==> src/rtl/audio_out_scheduler.sv <==
// Frame scheduler in front of the I2S master: picks or mixes one stereo frame from two
// sample sources, launches it, and waits for the master to go busy and return to idle.
//
//  state     | meaning
//  ----------+---------------------------------------------------------------
//  IDLE      | waiting for enable, master idle and a selectable frame
//  LAUNCH    | send and ready pulses high for this single cycle
//  WAIT_BUSY | waiting for the master to drop done (watchdog running)
//  WAIT_DONE | waiting for the master to raise done (watchdog running)
module audio_out_scheduler #(
   parameter int DATA_BITS      = 16,
   parameter int KEEPALIVE      = 1,
   parameter int TIMEOUT_CYCLES = 4096,
   parameter int CNT_BITS       = 16
) (
   input  logic                 clk,
   input  logic                 rst,
   input  logic                 enable_i,
   input  logic                 mix_mode_i,
   input  logic                 src0_valid_i,
   input  logic [DATA_BITS-1:0] src0_data_L_i,
   input  logic [DATA_BITS-1:0] src0_data_R_i,
   output logic                 src0_ready_o,
   input  logic                 src1_valid_i,
   input  logic [DATA_BITS-1:0] src1_data_L_i,
   input  logic [DATA_BITS-1:0] src1_data_R_i,
   output logic                 src1_ready_o,
   output logic [DATA_BITS-1:0] i2s_sample_data_L_o,
   output logic [DATA_BITS-1:0] i2s_sample_data_R_o,
   output logic                 i2s_send_o,
   input  logic                 i2s_done_i,
   output logic [1:0]           active_src_o,
   output logic [CNT_BITS-1:0]  underrun_cnt_o,
   output logic                 timeout_err_o
);

   localparam int WD_BITS = (TIMEOUT_CYCLES > 1) ? $clog2(TIMEOUT_CYCLES) : 1;
   localparam logic [WD_BITS-1:0] WD_LAST = WD_BITS'(TIMEOUT_CYCLES - 1);

   typedef enum logic [1:0] {IDLE, LAUNCH, WAIT_BUSY, WAIT_DONE} state_t;

   state_t               state;
   logic [WD_BITS-1:0]   wd_cnt;

   logic                 sel_valid;
   logic                 sel_keepalive;
   logic                 sel_rdy0;
   logic                 sel_rdy1;
   logic [1:0]           sel_active;
   logic [DATA_BITS-1:0] sel_l;
   logic [DATA_BITS-1:0] sel_r;

   // Sign-extend by one bit; overflow shows up as the two top bits disagreeing.
   function automatic logic [DATA_BITS-1:0] sat_add(input logic [DATA_BITS-1:0] a,
                                                    input logic [DATA_BITS-1:0] b);
      logic [DATA_BITS:0] s;
      s = {a[DATA_BITS-1], a} + {b[DATA_BITS-1], b};
      if (s[DATA_BITS] != s[DATA_BITS-1])
         sat_add = {s[DATA_BITS], {(DATA_BITS-1){~s[DATA_BITS]}}};
      else
         sat_add = s[DATA_BITS-1:0];
   endfunction

   always_comb begin
      sel_valid     = 1'b0;
      sel_keepalive = 1'b0;
      sel_rdy0      = 1'b0;
      sel_rdy1      = 1'b0;
      sel_active    = 2'b00;
      sel_l         = '0;
      sel_r         = '0;
      if (mix_mode_i && src0_valid_i && src1_valid_i) begin
         sel_valid  = 1'b1;
         sel_rdy0   = 1'b1;
         sel_rdy1   = 1'b1;
         sel_active = 2'b11;
         sel_l      = sat_add(src0_data_L_i, src1_data_L_i);
         sel_r      = sat_add(src0_data_R_i, src1_data_R_i);
      end else if (src1_valid_i) begin
         sel_valid  = 1'b1;
         sel_rdy1   = 1'b1;
         sel_active = 2'b10;
         sel_l      = src1_data_L_i;
         sel_r      = src1_data_R_i;
      end else if (src0_valid_i) begin
         sel_valid  = 1'b1;
         sel_rdy0   = 1'b1;
         sel_active = 2'b01;
         sel_l      = src0_data_L_i;
         sel_r      = src0_data_R_i;
      end else if (KEEPALIVE != 0) begin
         sel_valid     = 1'b1;
         sel_keepalive = 1'b1;
      end
   end

   always_ff @(posedge clk) begin
      if (rst) begin
         state               <= IDLE;
         wd_cnt              <= '0;
         i2s_send_o          <= 1'b0;
         src0_ready_o        <= 1'b0;
         src1_ready_o        <= 1'b0;
         i2s_sample_data_L_o <= '0;
         i2s_sample_data_R_o <= '0;
         active_src_o        <= 2'b00;
         underrun_cnt_o      <= '0;
         timeout_err_o       <= 1'b0;
      end else begin
         i2s_send_o   <= 1'b0;
         src0_ready_o <= 1'b0;
         src1_ready_o <= 1'b0;
         case (state)
            IDLE: begin
               if (enable_i && i2s_done_i && sel_valid) begin
                  i2s_sample_data_L_o <= sel_l;
                  i2s_sample_data_R_o <= sel_r;
                  active_src_o        <= sel_active;
                  src0_ready_o        <= sel_rdy0;
                  src1_ready_o        <= sel_rdy1;
                  i2s_send_o          <= 1'b1;
                  if (sel_keepalive && (underrun_cnt_o != {CNT_BITS{1'b1}}))
                     underrun_cnt_o <= underrun_cnt_o + 1'b1;
                  state <= LAUNCH;
               end
            end
            LAUNCH: begin
               wd_cnt <= '0;
               state  <= WAIT_BUSY;
            end
            WAIT_BUSY: begin
               if (wd_cnt == WD_LAST) begin
                  timeout_err_o <= 1'b1;
                  state         <= IDLE;
               end else begin
                  wd_cnt <= wd_cnt + 1'b1;
                  if (!i2s_done_i)
                     state <= WAIT_DONE;
               end
            end
            WAIT_DONE: begin
               // A frame that completes on the last watchdog cycle is not an error.
               if (i2s_done_i) begin
                  state <= IDLE;
               end else if (wd_cnt == WD_LAST) begin
                  timeout_err_o <= 1'b1;
                  state         <= IDLE;
               end else begin
                  wd_cnt <= wd_cnt + 1'b1;
               end
            end
            default: state <= IDLE;
         endcase
      end
   end

endmodule

==> config.mk <==
export PLATFORM = sky130hd
export DESIGN_NAME = audio_out_scheduler
export DESIGN_NICKNAME = d
export VERILOG_FILES = /design/src/rtl/audio_out_scheduler.sv
export SDC_FILE = /design/constraint.sdc
export NUM_CORES = 1
export LEC_CHECK = 0
export ABC_CLOCK_PERIOD_IN_PS = 2800
export BUFFER_PORTS_ARGS = -buffer_cell sky130_fd_sc_hd__buf_2
export CAP_MARGIN = 20
export CELL_PAD_IN_SITES_DETAIL_PLACEMENT = 0
export CELL_PAD_IN_SITES_GLOBAL_PLACEMENT = 2
export CORE_MARGIN = 10
export CORE_UTILIZATION = 27
export DETAILED_ROUTE_END_ITERATION = 8
export PLACE_DENSITY = 0.75
export RECOVER_POWER = 25
export SYNTH_ARGS = -nofsm -noshare
export SYNTH_HDL_FRONTEND = slang
export SYNTH_SLANG_ARGS = --single-unit
==> constraint.sdc <==
create_clock -name clk -period 2.8 [get_ports clk]
set_input_delay 0.56 -clock clk [delete_from_list [all_inputs] [get_ports clk]]
set_output_delay 0.56 -clock clk [all_outputs]
set_load 0.01 [all_outputs]
==> metrics.yaml <==
die_w_um: 156
ctsHoldBuffers: 0
syn_to_final_growth_pct: 30.4
hold_slack_ps: 447
synth_area_leaders: "dfxtp_1, ha_1, o21ai_0, nand2_1, nor2_1"
ant_nets: 0
ys_ff_latch: 68
intPower_uw: 2080
p_switching_uw: 981
total_power_uw: 3060
num_rows: 49
pwr-share-seq_pct: 33.3
path_clk_slew_ps: 60
clock_power_share_pct: 40.2
via_per_inst: 5.00
fin_area_um2: 6480
cts_buffers: 9
grt_max_degree: 48
drive_gt1_share_pct: 23.0
synth_area_um2: 4970
avgSynthCellArea_um2: 7.62
fin_crit_sh_pct: 94.8
seq_area_um2: 1360
clock_sink_count: 68
ff2ff_path_depth: 8
synthXorXnorAreaFrac_pct: 7.39
synth_enable_flop_cells: 0
whs_path_depth: 2
start_util_pct: 27.6
syn_inst: 653
synth_largest_area_cell: "dfxtp_1"
min_period_ps: 2650
root_buffer: "clkbuf_16"
post-route-util_pct: 36.0
worstPathArrival_ps: 2890
htree_levels: 3
finalWeightedCongestion: 0.846
slew_viol_final: 0
io_pins: 125
synth_top_area_share_pct: 27.4
worst_slew_pin_slew_ps: 610
cp-end-kind: "flop"
clkLatencyLatePin_ps: 350
power_density_nw_per_um2: 472
rsz0062_at_grt: "true"
grt_overflow: 0
ys.flop_type: "dfxtp_1"
grt_pass1_wl_um: 28600
status: "finished, final reports clean"
vias: 5241
clk_path_buf_depth: 2
die_h_um: 156
syn_nets: 760
core_um2: 18000
finalNetCount: 921
path_class: "in2reg"
final_hold_viol_count: 0
dieArea_um2: 24300
drt-initial-drc-count: 249
switching_share_pct: 32.0
synth_fa_ha_area_share_pct: 9.36
n_fill_cell: 1946
wirelength_um: 17700
synth_top_family_by_area: "compound AO/OA/AOI/OAI gates"
drc: 0
antenna_found_initial: 3
p_comb_share_pct: 26.5
grt_use_total_pct: 14.5
drv_cap: 0
vdd_drop_max_v: 0.000272
synthMuxAreaShare_pct: 1.46
fmax_mhz: 377
critPathMaxFanout: 15
finClkSkew_ps: 9.31
dr.pass1.iters: 5
crit_path_start_kind: "input port"
ys_seq_area_share_pct: 27.4
multiInputGateArea_um2: 3370
final-setup-viol-count: 0
max_slew_margin_pct: 59.0
ys_async_sr_fraction_pct: 0
numPortBuffers: 124
placed_area_um2: 6170
hpwl_um: 13900
synth_simple_gate_area_share_pct: 20.1
min-delay-path-class: "reg2reg"
power.leakage_uw: 0.00290
synth_compound_area_share_pct: 29.0
wire_per_inst_um: 16.9
grt_pass1_vias: 5435
yosysWarnings: 0
tritoncts: "done"
synth_cell_types: 60
cp.required_ps: 3030
[power by group through the flow]
stage,registers (uW),clock network (uW),logic (uW)
6_report,1020,1230,812
5_1_grt,1020,1300,909
4_1_cts,1020,1260,810
3_5_place_dp,1040,0,804
3_3_place_gp,1040,0,802
2_1_floorplan,1050,0,478
[path summary, 6_finish.rpt]
kind                                         startpoint                       to  slack, ps
worst max-delay path                   src0_data_R_i[4]  i2s_sample_data_R_o[14]        150
worst min-delay path            i2s_sample_data_R_o[13]  i2s_sample_data_R_o[13]        450
worst max register to register        underrun_cnt_o[0]       underrun_cnt_o[15]        590
worst min register to register  i2s_sample_data_R_o[13]  i2s_sample_data_R_o[13]        450
[area by class of cell]
class	instances	share of cell area (%)
inverters	42	2.43
repair buffers	175	15.4
well taps	229	4.42
clock inverters	6	1.08
diodes	1	0.0386
multi-input cells	518	52.0
flip-flops and latches	68	21.0
clock buffers	10	3.69
[critical path: stages]
cell	delay [ps]
buf_2	110
ha_1	300
a2111o_1	440
o211a_1	260
buf_4	140
o311a_1	320
o21ai_2	200
mux2i_2	110
buf_12	160
a31oi_1	190
o21ai_0	90
[sequential cells by signal, indices dropped and copies added, names as in the netlist]
register / count
i2s_sample_data_R_o: 16
i2s_sample_data_L_o: 16
state: 2
i2s_send_o: 1
src0_ready_o: 1
underrun_cnt_o: 16
src1_ready_o: 1
active_src_o: 2
wd_cnt: 12
timeout_err_o: 1
[per-layer routing]
metal | global-route usage, % | routed length, um
met5 | 0 | 30
met4 | 3.48 | 211
met3 | 4.85 | 1270
met2 | 22.8 | 7860
met1 | 18.8 | 8340
[cells in the final DEF, fill, tap and decap left out, types with 15 or more instances in the layout]
cell and n:
o21ai_0 57, a22o_1 25, dfxtp_1 68, nand2_1 77, nand3_1 15, xnor2_1 15, o21ai_1 15, clkbuf_1 27
buf_4 48, ha_1 33, buf_2 97, a21oi_1 47, nor2_1 64, inv_1 42, xor2_1 27
[through the flow]
step / TNS (ps) / instances / setup WS [ps]
2_1_floorplan: 0 / 653 / 31.9
3_5_place_dp: -5650 / 1030 / -240
4_1_cts: 0 / 1046 / 99.6
6_report: 0 / 1049 / 146
5_1_grt: -30.8 / 1048 / -16.1
3_3_place_gp: -2610 / 1030 / -135
[kinds of logic (layout without fill, tap and decap cells)]
| kind of cell | count (synthesis) | after routing |
|---|---|---|
| AOI/OAI and AO/OA | 218 | 218 |
| xor gates and xnor gates | 42 | 42 |
| adders and majority gates | 36 | 36 |
| buffers and inverters | 67 | 233 |
| DFF | 68 | 68 |
| muxes | 5 | 5 |
| other | 0 | 1 |
| and+or+nand+nor | 217 | 217 |
[what timing repair did]
item                       in CTS  in global routing
resized for setup               0                  6
buffers inserted                0                  2
setup endpoints to repair       0                 17
[cell usage after synthesis, drive strengths merged, types with 3 or more instances]
cell / instances
a211oi: 9
a21o: 11
a21oi: 47
a221oi: 3
a22o: 25
a22oi: 9
a31oi: 9
and2: 3
and3: 8
and4: 5
buf: 4
clkbuf: 21
dfxtp: 68
ha: 34
inv: 42
mux2i: 3
nand2: 77
nand2b: 11
nand3: 16
nand4: 11
nor2: 67
nor2b: 4
nor3: 9
o211ai: 7
o21a: 5
o21ai: 75
o31ai: 4
or2: 3
xnor2: 15
xor2: 27
Note: power is estimated with default switching activity, not from simulation.
